## config.mk

```make
export PLATFORM = sky130hd
export DESIGN_NAME = aes128_round_ctrl
export DESIGN_NICKNAME = d
export VERILOG_FILES = /design/src/rtl/aes128_round_ctrl.sv
export SDC_FILE = /design/constraint.sdc
export NUM_CORES = 1
export LEC_CHECK = 0
export ABC_AREA = 1
export BUFFER_PORTS_ARGS = -buffer_cell sky130_fd_sc_hd__buf_2
export CAP_MARGIN = 10
export CORE_AREA = 2 2 403 405
export CTS_BUF_LIST = sky130_fd_sc_hd__clkbuf_4 sky130_fd_sc_hd__clkbuf_8
export CTS_CLUSTER_SIZE = 16
export DETAILED_ROUTE_END_ITERATION = 10
export DIE_AREA = 0 0 405 407
export RECOVER_POWER = 100
export SETUP_SLACK_MARGIN = 0.15
export SYNTH_ARGS = -nofsm -noshare
export SYNTH_HDL_FRONTEND = slang
export SYNTH_SLANG_ARGS = --single-unit
```

## constraint.sdc

```tcl
create_clock -name clk -period 8.92 [get_ports clk]
set_input_delay 1.784 -clock clk [delete_from_list [all_inputs] [get_ports clk]]
set_output_delay 1.784 -clock clk [all_outputs]
set_load 0.005 [all_outputs]
```

## src/rtl/aes128_round_ctrl.sv

```systemverilog
// Iterative AES-128 encryption sequencer: runs the initial AddRoundKey, then steps an external
// round datapath and key-schedule step through rounds 1..10, and hands off the ciphertext.
module aes128_round_ctrl (
  input  logic         clk,
  input  logic         rst,
  input  logic         in_valid,
  output logic         in_ready,
  input  logic [127:0] in_text,
  input  logic [127:0] in_key,
  output logic         out_valid,
  input  logic         out_ready,
  output logic [127:0] out_text,
  output logic         busy,
  output logic [127:0] rnd_state,
  output logic [127:0] rnd_key,
  output logic         rnd_last,
  input  logic [127:0] rnd_result,
  output logic [127:0] ks_key,
  output logic [7:0]   ks_rcon,
  input  logic [127:0] ks_next
);

  typedef enum logic [1:0] {StIdle, StRun, StDone} st_e;

  st_e          st_q, st_d;
  logic [127:0] state_q, state_d;
  logic [127:0] key_q, key_d;
  logic [7:0]   rcon_q, rcon_d;
  logic [3:0]   round_q, round_d;

  always_ff @(posedge clk or posedge rst) begin
    if (rst) begin
      st_q    <= StIdle;
      state_q <= '0;
      key_q   <= '0;
      rcon_q  <= '0;
      round_q <= '0;
    end else begin
      st_q    <= st_d;
      state_q <= state_d;
      key_q   <= key_d;
      rcon_q  <= rcon_d;
      round_q <= round_d;
    end
  end

  always_comb begin
    st_d    = st_q;
    state_d = state_q;
    key_d   = key_q;
    rcon_d  = rcon_q;
    round_d = round_q;
    unique case (st_q)
      StIdle: begin
        if (in_valid) begin
          state_d = in_text ^ in_key;
          key_d   = in_key;
          rcon_d  = 8'h01;
          round_d = 4'd1;
          st_d    = StRun;
        end
      end
      StRun: begin
        state_d = rnd_result;
        key_d   = ks_next;
        // xtime: doubling in GF(2^8) modulo x^8 + x^4 + x^3 + x + 1
        rcon_d  = {rcon_q[6:0], 1'b0} ^ (rcon_q[7] ? 8'h1b : 8'h00);
        round_d = round_q + 4'd1;
        if (round_q == 4'd10) begin
          st_d = StDone;
        end
      end
      StDone: begin
        if (out_ready) begin
          st_d = StIdle;
        end
      end
      default: st_d = StIdle;
    endcase
  end

  // Gated by rst so no offer can look accepted while the block is held in reset.
  assign in_ready  = (st_q == StIdle) && !rst;
  assign out_valid = (st_q == StDone);
  assign busy      = (st_q == StRun) || (st_q == StDone);
  assign out_text  = state_q;

  assign rnd_state = state_q;
  assign rnd_key   = ks_next;
  assign rnd_last  = (round_q == 4'd10);
  assign ks_key    = key_q;
  assign ks_rcon   = rcon_q;

endmodule

```

==> results.sh, run 1 <==
export IMPL_totalWireLength_um=133000
export IMPL_cts_root_buf="clkbuf_8"
export IMPL_setup_tns_ns=0
export IMPL_core_um2=160000
export IMPL_grt_pass1_vias=18048
export IMPL_dr_total_vias=19629
export IMPL_portBuffers=1039
export IMPL_crit_type="flip-flop to flip-flop"
export IMPL_cts_max_level=2
export IMPL_antenna_left=0
export IMPL_setup_viol=0
export IMPL_yosysSeqAreaShare_pct=40.3
export IMPL_syn_avg_cell_area_um2=7.38
export IMPL_end_kind="flip-flop"
export IMPL_syn_nets=2794
export IMPL_numCtsBuffers=58
export IMPL_max_freq_ghz=0.178
export IMPL_grt_setup_unrepaired="false"
export IMPL_ys_top_cells_by_area="dfrtp_1 (40%), nand2_1 (18%), buf_4 (12%)"
export IMPL_report_final_slew_viol_count=126
export IMPL_clkLatencyLatePin_ns=0.74
export IMPL_worstSetupStartpointType="flip-flop"
export IMPL_wl_per_cell_um=25.5
export IMPL_first_iter_violations=2058
export IMPL_areaGrowthSynthToFinish_pct=37.9
export IMPL_multi_input_area_um2=7380
export IMPL_cts_setup_buffers=0
export IMPL_holdWs_ns=0.504
export IMPL_ys_ff_latch=270
export IMPL_netSwitchingFraction_pct=50.6
export IMPL_final_seq_area_um2=6760
export IMPL_fill_cells=18780
export IMPL_irDropWorstVdd_v=0.000264
export IMPL_cts_buffer_depth=3
export IMPL_drive_gt1_share_pct=28.1
export IMPL_power_frac_clock_pct=19.1
export IMPL_syn_area_um2=16800
export IMPL_outcome="complete, but fails checks"
export IMPL_cts_repair_resized=0
export IMPL_p_comb_share_pct=50.9
export IMPL_die_y_um=407
export IMPL_holdBufCountCts=0
export IMPL_p_per_area_nw_per_um2=352
export IMPL_period_needed_ns=5.61
export IMPL_dr_pass1_iters=6
export IMPL_synth_distinct_cells=22
export IMPL_yosysWarnings=0
export IMPL_power_switching_mw=4.12
export IMPL_critPathArrivalTime_ns=6.23
export IMPL_vias_per_cell=3.75
export IMPL_cp_required_ns=9.54
export IMPL_syn_inst=2273
export IMPL_worst_path_max_fanout=74
export IMPL_start_util_pct=10.5
export IMPL_rows=147
export IMPL_hold_path_class="flip-flop to flip-flop"
export IMPL_final_cell_mix="nand2_1 (782), buf_2 (630), clkbuf_1 (404)"
export IMPL_drc=0
export IMPL_io_pins=1040
export IMPL_leakagePower_nw=11.0
export IMPL_slew_headroom_pct=-107
export IMPL_gp_routability_congestion=1.01
export IMPL_cts_tree="yes"
export IMPL_track_usage_pct=15.3
export IMPL_synth_top_area_share_pct=40.3
export IMPL_antenna_found_initial=110
export IMPL_die_area_um2=165000
export IMPL_grt_max_degree=145
export IMPL_power_frac_seq_pct=30.0
export IMPL_drv_cap=3
export IMPL_intPower_mw=4.03
export IMPL_finalCritPeriodShare_pct=62.9
export IMPL_tightest_slew_ns=3.11
export IMPL_gr_total_overflow=0
export IMPL_grt_pass1_wl_um=169000
export IMPL_fin_skew_ns=0.0231
export IMPL_dp_hpwl_um=112000
export IMPL_nets=3513
export IMPL_violations="capacitance limit, slew limit"
export IMPL_yosys_area_top_type="dfrtp_1"
export IMPL_final_common_cell="nand2_1"
export IMPL_clk_pin_slew_ns=0.06
export IMPL_fp_dieW_um=405
export IMPL_cts_num_sinks=270
export IMPL_hold_viol_final=0
==> power by group through the flow <==
stage	Clock (mW)	Combinational (mW)	Sequential [mW]
4_1_cts	1.61	4.36	2.44
3_5_place_dp	0	4.35	2.45
5_1_grt	1.66	4.57	2.51
2_1_floorplan	0	2.51	2.28
3_3_place_gp	0	4.31	2.44
6_report	1.55	4.15	2.45
==> worst max-delay path: stages, from the launching register on <==
cell,delay [ns]
dfrtp_1,0.41
inv_1,0.09
ha_1,0.62
clkbuf_1,2.24
inv_8,0.74
buf_4,0.62
nand2_1,0.33
o21ai_0,0.13
nand2_1,0.08
nand2_1,0.07
==> kinds of logic after synthesis <==
family / after synthesis / synth area share (%)
adders and majority gates: 5 / 0.373
AOI/OAI and AO/OA: 268 / 9.95
xor gates and xnor gates: 3 / 0.157
buffers and inverters: 415 / 15.9
and+or+nand+nor: 1312 / 33.3
DFF: 270 / 40.3
==> sequential cells by signal (all words and copies together) (netlist names) <==
signal    cells
ks_key      128
out_text    128
ks_rcon       8
round_q       4
st_q          2
==> metal layers <==
metal	track usage (%)	wire length (um)	vias to the layer above
met4	5.60	6060	54
met5	0.833	533	-
li1	-	-	8645
met1	17.9	50700	9418
met2	24.4	60400	1206
met3	6.72	15500	306
==> final timing paths <==
kind	cells past startpoint	start	to	slack, ns
min in group asynchronous	2	rst	out_text[8]$_DFFE_PP0P_	1.68
max reg2reg	9	st_q[1]$_DFFE_PP0P_	out_text[97]$_DFFE_PP0P_	3.31
max in group asynchronous	4	rst	ks_key[82]$_DFFE_PP0P_	4.10
min	2	ks_key[67]$_DFFE_PP0P_	ks_key[67]$_DFFE_PP0P_	0.50
min reg2reg	2	ks_key[67]$_DFFE_PP0P_	ks_key[67]$_DFFE_PP0P_	0.50
max	9	st_q[1]$_DFFE_PP0P_	out_text[97]$_DFFE_PP0P_	3.31
==> stage by stage <==
stage / cell area [um^2] / setup WS, ns / util [%] / power [mW] / std cells
3_5_place_dp: 22300 / 4.84 / 13.9 / 6.80 / 5092
3_3_place_gp: 22300 / 4.85 / 13.9 / 6.76 / 5092
4_1_cts: 23600 / 4.92 / 14.7 / 8.42 / 5200
6_report: 23100 / 3.31 / 14.4 / 8.15 / 5231
5_1_grt: 23100 / 3.03 / 14.4 / 8.74 / 5210
2_1_floorplan: 16800 / 3.57 / - / 4.79 / 2273
==> area by class of cell <==
type	count	share of cell area, %
inverters	16	0.298
repair buffers	1058	21.0
clock buffers	85	4.73
diodes	31	0.335
flip-flops and latches	270	29.2
well taps	2160	11.7
multi-input cells	1588	31.9
clock inverters	23	0.855
==> cells in the mapped netlist <==
cell        n
o211ai_1  128
or2_1      34
a21oi_1     2
or2_2      94
nor2_1    135
nand2_1   782
o21ai_0   104
buf_1       6
xnor2_1     3
inv_2       2
o21ai_1    29
nand2_2     3
ha_1        5
clkbuf_2    1
o22ai_1     5
buf_4     268
buf_6       2
dfrtp_1   270
clkbuf_1   48
nand3_1   264
inv_1      14
buf_2      74
Note: power is estimated with default switching activity, not from simulation.
==> inputs of run 2 (changes only) <==
- ABC_AREA: 1 -> 0
- CORE_AREA: 2 2 403 405 -> 2 2 409 411
- DIE_AREA: 0 0 405 407 -> 0 0 411 413
- clock period: 8.92 -> 5 ns (I/O delays scaled with it)
==> run 2 against run 1 <==
  * The run still ends with capacitance limit, slew limit left
  * Clock power up 66%
  * Synthesized cell count down 31%
  * Power up 64%
  * Routed wire length down 35%
  * Sequential share of layout area up 1.6 points
  * Largest cell class is now registers
  * First-iteration DRC count down 67%
  * Global-route usage down 5.7 points
  * Worst setup slack worse by 1.8 ns
  * Fmax up 61%
  * Final area down 5.1%
  * Count of clock-buffer cells in the layout down 2
  * Non-clock buffer count up 5
==> results.sh, run 2 <==
export IMPL_syn_inst=1560
export IMPL_portBuffers=1039
export IMPL_cts_root_buf="clkbuf_8"
export IMPL_synth_distinct_cells=32
export IMPL_cts_repair_resized=0
export IMPL_worstSetupStartpointType="flip-flop"
export IMPL_synthArstFlopShare_pct=100
export IMPL_violations="capacitance limit, slew limit"
export IMPL_critPathArrivalTime_ns=4.03
export IMPL_cts_buffer_depth=3
export IMPL_max_freq_ghz=0.288
export IMPL_syn_nets=2081
export IMPL_yosys_area_top_type="dfrtp_1"
export IMPL_nets=2857
export IMPL_crit_slowest_cell="mux2i_1"
export IMPL_grt_setup_unrepaired="false"
export IMPL_grt_max_degree=141
export IMPL_path_delay_family="multiplexers"
export IMPL_irDropWorstVdd_v=0.000399
export IMPL_tightest_slew_ns=2.11
export IMPL_crit_type="flip-flop to flip-flop"
export IMPL_ys_ff_latch=270
export IMPL_gr_total_overflow=0
export IMPL_die_area_um2=170000
export IMPL_cts_max_level=2
export IMPL_synth_top_area_share_pct=43.6
export IMPL_cts_num_sinks=270
export IMPL_numCtsBuffers=55
export IMPL_dp_hpwl_um=73000
export IMPL_fin_skew_ns=0.0437
export IMPL_path_cells="inv_1 -> ha_1 -> mux2i_1 -> buf_12 -> clkbuf_1 -> o21ai_0"
export IMPL_period_needed_ns=3.48
export IMPL_clk_pin_slew_ns=0.06
export IMPL_synth_most_common_cell="dfrtp_1"
export IMPL_totalWireLength_um=86200
export IMPL_post_place_ws_ns=2.27
export IMPL_cts_tree="yes"
export IMPL_syn_avg_cell_area_um2=9.94
export IMPL_drc=0
export IMPL_yosysWarnings=0
export IMPL_setup_tns_ns=0
export IMPL_holdBufCountCts=0
export IMPL_hold_viol_final=0
export IMPL_rows=150
export IMPL_worst_path_max_fanout=24
export IMPL_gp_routability_congestion=0.932
export IMPL_drive_gt1_share_pct=31.1
export IMPL_hold_path_class="flip-flop to flip-flop"
export IMPL_cts_setup_buffers=0
export IMPL_p_per_area_nw_per_um2=608
export IMPL_dr_pass1_iters=5
export IMPL_final_common_cell="buf_2"
export IMPL_ys_top_cells_by_area="dfrtp_1 (44%), mux2i_1 (17%), buf_4 (12%)"
export IMPL_dr_total_vias=14098
export IMPL_path_buf_inv=3
export IMPL_setup_slack_ns=1.52
export IMPL_syn_area_um2=15500
export IMPL_start_util_pct=9.35
export IMPL_synth_edff_count=0
export IMPL_yosys_top_cells_count="dfrtp_1 (270), nand2_1 (264), buf_4 (258), mux2i_1 (256), o21ai_1 (190)"
export IMPL_io_pins=1040
export IMPL_fp_dieW_um=411
export IMPL_wl_per_cell_um=18.8
export IMPL_core_um2=166000
export IMPL_areaGrowthSynthToFinish_pct=41.4
export IMPL_grt_pass1_wl_um=111000
export IMPL_outcome="complete, but fails checks"
export IMPL_slew_headroom_pct=-40.6
export IMPL_drv_cap=4
export IMPL_final_cell_mix="buf_2 (627), clkbuf_1 (418), dfrtp_1 (270)"
export IMPL_grt_pass1_vias=13113
export IMPL_track_usage_pct=9.56
export IMPL_yosysSeqAreaShare_pct=43.6
export IMPL_setup_viol=0
export IMPL_antenna_found_initial=41
export IMPL_cp_required_ns=5.56
export IMPL_leakagePower_nw=10.0
export IMPL_max_stage_delay_ns=1.45
export IMPL_end_kind="flip-flop"
export IMPL_die_y_um=413
export IMPL_ys_flop_type="dfrtp_1"
export IMPL_antenna_left=0
export IMPL_clkLatencyLatePin_ns=0.72
export IMPL_first_iter_violations=683
export IMPL_report_final_slew_viol_count=252
export IMPL_vias_per_cell=3.07
export IMPL_finalCritPeriodShare_pct=69.5
run 2: path summary, 6_finish.rpt:
check / from / end / slack [ns] / cells past startpoint
max in group asynchronous: rst / ks_key[30]$_DFFE_PP0P_ / 1.74 / 3
max reg2reg: st_q[1]$_DFFE_PP0P_ / out_text[34]$_DFFE_PP0P_ / 1.52 / 6
max: st_q[1]$_DFFE_PP0P_ / out_text[34]$_DFFE_PP0P_ / 1.52 / 6
min in group asynchronous: rst / ks_key[11]$_DFFE_PP0P_ / 0.79 / 2
min: ks_key[71]$_DFFE_PP0P_ / ks_key[71]$_DFFE_PP0P_ / 0.47 / 2
min reg2reg: ks_key[71]$_DFFE_PP0P_ / ks_key[71]$_DFFE_PP0P_ / 0.47 / 2
run 2: cell type report:
| type | count | area [um^2] |
|---|---|---|
| diodes | 10 | 25.0 |
| inverters | 6 | 23.8 |
| clock inverters | 13 | 154 |
| flip-flops and latches | 270 | 6760 |
| repair buffers | 1063 | 4920 |
| well taps | 2204 | 2760 |
| fillers | 19158 | 144000 |
| multi-input cells | 940 | 6260 |
| clock buffers | 83 | 1040 |
run 2: tightest hold or removal path, cell delays in order (launching register included):
cell     delay [ns]
dfrtp_1        0.34
nand2_1        0.04
o21ai_0        0.06
run 2: where the power goes:
group	switching, mW	internal (mW)
clock	1.10	1.48
combinational	3.99	2.48
sequential	0.982	3.32
run 2: logic make-up after synthesis:
family,Yosys count,share of synthesized area [%]
AO/OA/AOI/OAI,271,8.97
XOR/XNOR,131,7.40
adder cells (fa/ha/maj),5,0.403
flip-flops,270,43.6
multiplexers,259,16.8
buffers and inverters,350,16.1
AND/OR/NAND/NOR,274,6.79
run 2: stage by stage:
stage	utilization [%]	hold WS (ns)	std cells	area, um^2	total power [mW]
after detailed placement	12.9	0.465	4483	21300	11.4
after global routing	13.2	0.476	4588	21900	14.4
after global placement	12.9	0.457	4483	21300	11.3
after CTS	13.6	0.416	4579	22500	14.1
after floorplan	-	0.473	1560	15500	8.47
final	13.2	0.473	4589	21900	13.3
run 2: per-layer routing:
metal,routed length (um),global-route usage (%)
met2,39000,14.8
met1,35700,11.8
met4,4260,4.56
met3,7240,3.22
met5,18,0
==> inputs of run 3 (changes only) <==
- CORE_AREA: 2 2 409 411 -> 2 2 408 410
- DIE_AREA: 0 0 411 413 -> 0 0 410 412
- clock period: 5 -> 3.24 ns (I/O delays scaled with it)
==> run 3 against run 2 <==
  * The run still ends with capacitance limit, slew limit left
  * Via count shrank 0.95%
  * Worst setup slack lost 1.2 ns
  * Non-clock buffer count grew 27
  * Die area shrank 0.48%
  * Worst hold slack lost 0.25 ns
  * Largest cell class unchanged
  * Core utilization grew 0.16 points
  * Count of clock-buffer cells in the layout shrank 4
  * Combinational power grew 56%
  * Final area grew 0.21%
  * Fmax grew 20%
  * Sequential cell count is the same
  * Critical path type unchanged
==> results.sh, run 3 (synthesized netlist as in run 2, its figures left out) <==
export IMPL_outcome="complete, but fails checks"
export IMPL_violations="capacitance limit, slew limit"
export IMPL_vias_per_cell=3.04
export IMPL_dp_cells=4495
export IMPL_dp_hpwl_um=72200
export IMPL_core_um2=164000
export IMPL_slew_headroom_pct=-31.2
export IMPL_nets=2879
export IMPL_fin_cells=4594
export IMPL_crit_type="flip-flop to flip-flop"
export IMPL_grt_busiest_layer="met2"
export IMPL_dr_pass1_iters=5
export IMPL_dr_total_vias=13964
export IMPL_cts_num_sinks=270
export IMPL_portBuffers=1039
export IMPL_areaGrowthSynthToFinish_pct=41.7
export IMPL_hold_path_class="primary input to flip-flop"
export IMPL_cts_buffer_depth=3
export IMPL_rows=149
export IMPL_ff2ff_path_depth=6
export IMPL_drive_gt1_share_pct=31.2
export IMPL_numCtsBuffers=50
export IMPL_clkLatencyLatePin_ns=0.70
export IMPL_max_freq_ghz=0.345
export IMPL_fin_area_um2=22000
export IMPL_cts_root_buf="clkbuf_8"
export IMPL_final_cell_mix="buf_2 (623), clkbuf_1 (432), dfrtp_1 (270)"
export IMPL_p_per_area_nw_per_um2=936
export IMPL_leakagePower_nw=10.1
export IMPL_io_pins=1040
export IMPL_worstSetupStartpointType="flip-flop"
export IMPL_holdBufCountCts=0
export IMPL_track_usage_pct=9.36
export IMPL_hold_path_depth=3
export IMPL_tightest_slew_ns=1.97
export IMPL_fp_dieW_um=410
export IMPL_cp_required_ns=3.78
export IMPL_met1_usage_pct=11.4
export IMPL_end_kind="flip-flop"
export IMPL_r2r_slack_ns=0.34
export IMPL_r2r_end="out_text[44]$_DFFE_PP0P_"
export IMPL_worst_path_max_fanout=51
export IMPL_drc=0
export IMPL_antenna_found_initial=26
export IMPL_die_area_um2=169000
export IMPL_grt_setup_unrepaired="false"
export IMPL_start_util_pct=9.44
export IMPL_wl_per_cell_um=18.3
export IMPL_fin_skew_ns=0.0400
export IMPL_first_iter_violations=784
export IMPL_cts_tree="yes"
export IMPL_final_common_cell="buf_2"
export IMPL_hold_viol_final=0
export IMPL_die_y_um=412
export IMPL_grt_pass1_vias=13806
export IMPL_met3_usage_pct=3.82
export IMPL_cts_max_level=2
export IMPL_totalWireLength_um=84000
export IMPL_reg2reg_from="st_q[1]$_DFFE_PP0P_"
export IMPL_finalCritPeriodShare_pct=89.4
export IMPL_grt_pass1_wl_um=110000
export IMPL_report_final_slew_viol_count=94
export IMPL_holdPathEnd="out_text[126]$_DFFE_PP0P_"
export IMPL_critPathArrivalTime_ns=3.44
export IMPL_irDropWorstVdd_v=0.000492
export IMPL_grt_max_degree=133
export IMPL_clk_pin_slew_ns=0.06
export IMPL_place_area_um2=21500
export IMPL_period_needed_ns=2.90
export IMPL_antenna_left=0
export IMPL_gr_total_overflow=0
export IMPL_gp_routability_congestion=0.949
export IMPL_setup_viol=0
export IMPL_holdCritStartpoint="rnd_result[126]"
export IMPL_gr_usage_met2_pct=14.5
export IMPL_drv_cap=2
[run 3: changes by cell type in the layout (fill, tap and decap cells not counted), moves of 4 or more]
cell	delta
clkbuf_2	+5
buf_4	+11
clkinvlp_4	-4
buf_2	-4
clkbuf_1	+14
clkbuf_8	-6
[run 3: area by class of cell]
type | count | area, um^2
multi-input combinational | 940 | 6270
antenna | 8 | 20.0
fill | 18975 | 142000
tap | 2189 | 2740
timing repair buffer | 1090 | 5050
clock buffer | 79 | 975
sequential | 270 | 6760
clock inverter | 12 | 151
inverter | 6 | 23.8
[run 3: metrics by stage]
stage | setup TNS [ns] | hold slack [ns] | power (mW) | setup slack (ns) | util, %
floorplan | -263.37 | 0.473 | 13.1 | -0.975 | -
global placement | 0 | 0.459 | 17.8 | 0.731 | 13.1
detailed placement | 0 | 0.465 | 18.0 | 0.684 | 13.1
CTS | 0 | 0.0199 | 22.0 | 0.215 | 13.8
global route | 0 | 0.149 | 22.3 | 0.135 | 13.4
finish | 0 | 0.223 | 20.6 | 0.345 | 13.4
[run 3: report_power, final]
part           internal, mW  switching, mW  leakage, nW  total, mW
combinational          3.78           6.37         6.17       10.1
sequential             5.12           1.50         3.30       6.63
clock                  2.15           1.65        0.604       3.80
[run 3: worst max-delay path, stage by stage (launching register included)]
cell      delay, ns
dfrtp_1        0.39
inv_1          0.11
ha_4           0.37
clkbuf_4       0.84
clkbuf_1       0.50
mux2i_1        0.31
o21ai_0        0.11
[run 3: repair_timing]
item	4_1_cts	5_1_grt
setup endpoints to repair	1	0
resized for setup	2	0
buffers inserted	0	0
[run 3: how the worst max path moves through the flow]
stage	start	end	slack (ns)
floorplan	rst	ks_key[0]$_DFFE_PP0P_	-0.98
global placement	st_q[0]$_DFFE_PP0P_	ks_key[71]$_DFFE_PP0P_	0.73
detailed placement	st_q[0]$_DFFE_PP0P_	ks_key[73]$_DFFE_PP0P_	0.68
CTS	st_q[0]$_DFFE_PP0P_	in_ready	0.22
global route	rst	out_text[122]$_DFFE_PP0P_	0.13
finish	st_q[1]$_DFFE_PP0P_	out_text[44]$_DFFE_PP0P_	0.34
[run 3: per-layer routing]
layer,part of all wire [%],vias up
met5,0.086,-
met4,4.2,10
met3,10,143
met2,45,691
met1,41,6536
li1,-,6584
